[src/rtl/state_variable_filter.sv]
// Chamberlin state-variable filter: 12-bit signed samples, Q2.10 unsigned F and 1/Q coefficients.
// Optional SVF_SATURATE_EN clamps every intermediate result instead of wrapping it to 12 bits.
module state_variable_filter (
    input  logic               clk,
    input  logic               rst,
    input  logic               en_in,
    input  logic        [11:0] F,
    input  logic        [11:0] Q,
    input  logic        [11:0] x,
    output logic signed [11:0] yh,
    output logic signed [11:0] yb,
    output logic signed [11:0] yl,
    output logic signed [11:0] yn
);

    localparam int SW = 18;

    function automatic logic signed [SW-1:0] sx(input logic signed [11:0] v);
        return {{(SW-12){v[11]}}, v};
    endfunction

    // Unsigned coefficient times signed state, floored by the Q2.10 scale.
    function automatic logic signed [SW-1:0] coef_mul(input logic [11:0] c,
                                                      input logic signed [11:0] v);
        logic signed [24:0] p;
        p = $signed({1'b0, c}) * v;
        return SW'(p >>> 10);
    endfunction

    function automatic logic signed [11:0] fit(input logic signed [SW-1:0] v);
`ifdef SVF_SATURATE_EN
        if (v > 18'sd2047)
            return 12'sd2047;
        else if (v < -18'sd2048)
            return -12'sd2048;
        else
            return v[11:0];
`else
        return v[11:0];
`endif
    endfunction

    logic signed [11:0] l_nx, h_nx, b_nx, n_nx;

    // Each stage reuses the already reduced 12-bit result of the previous one.
    always_comb begin
        l_nx = fit(sx(yl) + coef_mul(F, yb));
        h_nx = fit(sx($signed(x)) - sx(l_nx) - coef_mul(Q, yb));
        b_nx = fit(sx(yb) + coef_mul(F, h_nx));
        n_nx = fit(sx(h_nx) + sx(l_nx));
    end

    always_ff @(posedge clk or negedge rst) begin
        if (!rst) begin
            yh <= '0;
            yb <= '0;
            yl <= '0;
            yn <= '0;
        end else if (en_in) begin
            yh <= h_nx;
            yb <= b_nx;
            yl <= l_nx;
            yn <= n_nx;
        end
    end

endmodule

[config.mk]
export PLATFORM = sky130hd
export DESIGN_NAME = state_variable_filter
export DESIGN_NICKNAME = d
export VERILOG_FILES = /design/src/rtl/state_variable_filter.sv
export SDC_FILE = /design/constraint.sdc
export NUM_CORES = 1
export LEC_CHECK = 0
export CAP_MARGIN = 25
export CORE_MARGIN = 1
export CORE_UTILIZATION = 23
export CTS_CLUSTER_SIZE = 12
export DETAILED_ROUTE_END_ITERATION = 10
export HOLD_SLACK_MARGIN = 0.05
export PLACE_DENSITY = 0.44
export SYNTH_ARGS = -nofsm -noshare
export SYNTH_HDL_FRONTEND = slang
export SYNTH_SLANG_ARGS = --single-unit
[constraint.sdc]
create_clock -name clk -period 35.2 [get_ports clk]
set_clock_uncertainty 0.2 [all_clocks]
set_input_delay 7.04 -clock clk [delete_from_list [all_inputs] [get_ports clk]]
set_output_delay 7.04 -clock clk [all_outputs]
set_load 0.03 [all_outputs]
==> flow_metrics.env, run 1 <==
export IMPL_vias_per_cell=4.25
export IMPL_clk_pin_slew_worst_paths_ns=0.08
export IMPL_cp_slowest_cell="a221oi_1"
export IMPL_final_nets=2517
export IMPL_cts_root_buffer_cell="clkbuf_16"
export IMPL_min_period_ns=23.85
export IMPL_crit_fanout=16
export IMPL_remaining_drc_errors=0
export IMPL_overflow=0
export IMPL_maxCapViolCount=0
export IMPL_period_share_pct=67.8
export IMPL_worstPathArrival_ns=23.82
export IMPL_hp_class="reg2reg"
export IMPL_clockBufferDepth=2
export IMPL_fillers=7660
export IMPL_avgSynthCellArea_um2=8.86
export IMPL_syn_area_mm2=0.0168
export IMPL_h_tree_depth=2
export IMPL_post_dp_hpwl_um=38900
export IMPL_io_pins=87
export IMPL_first_iter_violations=437
export IMPL_worst_pin_slew_ns=1.22
export IMPL_grt_pass1_vias=13826
export IMPL_vias=12314
export IMPL_ys_seq_elements=48
export IMPL_diodes=0
export IMPL_first_pass_iters=5
export IMPL_seq_area_frac_synth_pct=7.14
export IMPL_crit_type="in2reg"
export IMPL_dieArea_mm2=0.0742
export IMPL_dpl_worst_slack_ns=10.45
export IMPL_cts_setup_buffers=0
export IMPL_cts_tree="built"
export IMPL_drive_gt1_share_pct=4.98
export IMPL_synth_fp_nets=2470
export IMPL_rsz0062_at_grt="false"
export IMPL_layout_common_cells="inv_1 (413), fa_1 (311), nand2_1 (258)"
export IMPL_hold_viol_final=0
export IMPL_startpoint_type="input pin"
export IMPL_totalWireLength_um=48500
export IMPL_holdWs_ns=0.299
export IMPL_netlist_instances=1899
export IMPL_setup_slack_ns=11.35
export IMPL_antenna_found_initial=2
export IMPL_synth_cell_types=52
export IMPL_die_h_um=272
export IMPL_fmax_mhz=41.9
export IMPL_ctsHoldBuffers=0
export IMPL_clk_latency_ns=0.31
export IMPL_slowest_delay_ns=1.02
export IMPL_detail_route_antenna_nets=0
export IMPL_place_gp_congestion=0.774
export IMPL_end_kind="register"
export IMPL_grt_max_degree=49
export IMPL_maxSlewViolCount=0
export IMPL_cpMostUsedCell="fa_1"
export IMPL_portBuffers=86
export IMPL_cts_made_buffers=5
export IMPL_synth_edf_count=0
export IMPL_yosys_warnings=0
export IMPL_slew_headroom_pct=18.8
export IMPL_avgRoutedWirePerCell_um=16.7
export IMPL_core_area_mm2=0.0720
export IMPL_clock_sinks=48
export IMPL_tns_ns=0
export IMPL_synthFlopType="dfrtp_1"
export IMPL_status="completed"
export IMPL_cts_resized=0
export IMPL_setup_violations_final=0
export IMPL_placementRows=98
export IMPL_area_delta_synth_final_pct=13.0
export IMPL_initial_utilization_pct=23.4
export IMPL_required_ns=35.16
export IMPL_grt_pass1_wl_um=78600
export IMPL_final_common_cell="inv_1"
export IMPL_die_w_um=272
export IMPL_track_usage_pct=13.7
export IMPL_synth_async_sr_flop_share_pct=100
kinds of logic after synthesis:
family,count (synthesis),share of synthesized area (%)
simple gates,564,15.9
fa+ha+maj,532,53.4
buf+inv,493,11.0
compound gates,145,5.70
xor+xnor,81,4.39
flops,48,7.14
mux,36,2.41
flip-flops by register name, summed over array words and instances, names as in the netlist:
name / flops
yb: 12
yh: 12
yl: 12
yn: 12
worst max-delay path: cells and delay by family:
family / cells / cell delay [ns]
xor+xnor: 5 / 1.50
compound gates: 20 / 4.70
buf+inv: 11 / 1.44
simple gates: 10 / 1.98
fa+ha+maj: 16 / 7.11
cells in the mapped netlist (all sizes together), types with 7 or more instances:
library cell,number,area [um2]
inv,413,1550
fa,311,6230
nand2,258,968
ha,221,2770
and2,154,963
clkbuf,78,293
nor2,69,259
xnor2,62,543
dfrtp,48,1200
a21oi,47,250
mux2,36,405
o21ai,26,130
a21o,24,180
nor3,19,95.1
xor2,17,149
nand2b,16,100
nand3,12,60.1
o21a,12,90.1
nor2b,8,50.1
o21bai,8,60.1
or2,8,50.1
and3,7,43.8
routing by layer:
metal | GRT usage (%) | wire (um) | vias to the layer above
li1 | - | - | 5821
met1 | 18.0 | 22100 | 6284
met2 | 23.8 | 24000 | 168
met3 | 1.76 | 1710 | 37
met4 | 2.51 | 703 | 4
met5 | 0 | 31 | -
cell type report:
type                    instances  area [um2]  area share, %
clock buffers                   5         125          0.658
clock inverters                 3        46.3          0.243
repair buffers                120        1110           5.85
inverters                     413        1550           8.15
well taps                     950        1190           6.25
multi-input cells            1358       13800           72.5
flip-flops and latches         48        1200           6.32
through the flow:
stage | cells | utilization [%] | instance area, um2
after global placement | 2888 | 26.2 | 18800
after detailed placement | 2888 | 26.2 | 18800
final | 2897 | 26.4 | 19000
after floorplan | 1899 | - | 16800
after global routing | 2897 | 26.4 | 19000
after CTS | 2896 | 26.4 | 19000
path summary, 6_finish.rpt:
check / start / to / slack, ns / cells past startpoint
min: yn[8] / yn[8] / 0.30 / 2
max reg2reg: yb[11] / yb[11] / 17.73 / 59
max in group asynchronous: rst / yl[6] / 27.66 / 2
max: F[3] / yb[11] / 11.35 / 62
min in group asynchronous: rst / yn[5] / 6.66 / 2
min reg2reg: yn[8] / yn[8] / 0.30 / 2
Power of run 1 is left out: the tool's default activity adds up to more than one toggle a clock period on the data nets, which glitch-free logic cannot reach.
==> run 2, diff against run 1 <==
Clock period 35.2 ns to 23.3 ns, I/O delays scaled along.
==> flow_metrics.env, run 2 (synthesis results as in run 1) <==
export IMPL_r2r_start="yb[11]"
export IMPL_h_tree_depth=2
export IMPL_die_h_um=272
export IMPL_status="completed"
export IMPL_portBuffers=86
export IMPL_cp_slowest_cell="a221oi_1"
export IMPL_vias=12350
export IMPL_design_area_mm2=0.0191
export IMPL_grt_pass1_vias=13672
export IMPL_maxSlewViolCount=0
export IMPL_avgRoutedWirePerCell_um=16.9
export IMPL_track_usage_pct=13.7
export IMPL_ctsHoldBuffers=0
export IMPL_crit_type="in2reg"
export IMPL_setup_violations_final=0
export IMPL_worstPathArrival_ns=21.69
export IMPL_post_dp_hpwl_um=39600
export IMPL_r2r_end="yb[11]"
export IMPL_tns_ns=0
export IMPL_hp_class="reg2reg"
export IMPL_clk_latency_ns=0.31
export IMPL_r2r_slack_ns=5.82
export IMPL_end_kind="register"
export IMPL_hold_depth=1
export IMPL_first_pass_iters=5
export IMPL_clock_sinks=48
export IMPL_cts_root_buffer_cell="clkbuf_16"
export IMPL_cts_resized=0
export IMPL_fmax_mhz=46.0
export IMPL_grt_max_degree=49
export IMPL_remaining_drc_errors=0
export IMPL_final_nets=2518
export IMPL_cts_tree="built"
export IMPL_die_w_um=272
export IMPL_slew_headroom_pct=22.0
export IMPL_drive_gt1_share_pct=5.03
export IMPL_cpMostUsedCell="fa_1"
export IMPL_io_pins=87
export IMPL_detail_route_antenna_nets=0
export IMPL_clk_pin_slew_worst_paths_ns=0.08
export IMPL_first_iter_violations=512
export IMPL_initial_utilization_pct=23.4
export IMPL_clockBufferDepth=2
export IMPL_overflow=0
export IMPL_min_period_ns=21.73
export IMPL_antenna_found_initial=3
export IMPL_totalWireLength_um=48900
export IMPL_place_gp_congestion=0.784
export IMPL_cts_setup_buffers=0
export IMPL_hold_viol_final=0
export IMPL_dieArea_mm2=0.0742
export IMPL_area_delta_synth_final_pct=13.3
export IMPL_placementRows=98
export IMPL_critPathTopFamily="adder cells"
export IMPL_layout_common_cells="inv_1 (413), fa_1 (311), nand2_1 (258)"
export IMPL_path_buf_inv=10
export IMPL_placed_cell_area_mm2=0.0188
export IMPL_worst_pin_slew_ns=1.17
export IMPL_slowest_delay_ns=0.98
export IMPL_r2r_cells=59
export IMPL_final_common_cell="inv_1"
export IMPL_grt_pass1_wl_um=78700
export IMPL_core_area_mm2=0.0720
export IMPL_crit_fanout=15
export IMPL_hold_end="yn[6]"
export IMPL_required_ns=23.26
export IMPL_startpoint_type="input pin"
export IMPL_maxCapViolCount=0
export IMPL_period_share_pct=93.3
export IMPL_vias_per_cell=4.26
export IMPL_rsz0062_at_grt="false"
export IMPL_min_from="yn[6]"
export IMPL_cts_made_buffers=5
[run 2: worst max path at each step]
stage	startpoint	endpoint	slack, ns	cells past startpoint
3_3_place_gp	F[3]	yb[11]	1.08	62
6_report	F[6]	yb[11]	1.57	61
3_5_place_dp	F[3]	yb[11]	0.96	62
5_1_grt	F[6]	yb[11]	0.68	61
2_1_floorplan	F[11]	yb[11]	4.68	64
4_1_cts	F[3]	yb[11]	1.26	62
[run 2: layout make-up]
type	instances	area [um2]
Multi-Input combinational cell	1358	13800
Clock inverter	3	68.8
Tap cell	950	1190
Sequential cell	48	1200
Timing Repair Buffer	121	1120
Inverter	413	1550
Clock buffer	5	125
Antenna cell	2	5.00
Fill cell	7761	52900
[run 2: stage by stage]
stage	utilization, %	setup WS, ns	cells	hold WS, ns
4_1_cts	26.4	1.26	2897	0.303
3_5_place_dp	26.2	0.961	2889	0.274
6_report	26.5	1.57	2900	0.302
5_1_grt	26.5	0.682	2898	0.320
3_3_place_gp	26.2	1.08	2888	0.277
2_1_floorplan	-	4.68	1899	0.466
[run 2: routing by layer]
layer / wire length [um] / part of all wire (%) / GRT usage, % / up-vias
li1: - / - / - / 5844
met5: 24 / 0.049 / 0 / -
met1: 22600 / 46 / 18.3 / 6312
met2: 24000 / 49 / 23.9 / 163
met4: 668 / 1.4 / 2.62 / 4
met3: 1610 / 3.3 / 1.56 / 27
Power of run 2 is left out for the same reason.
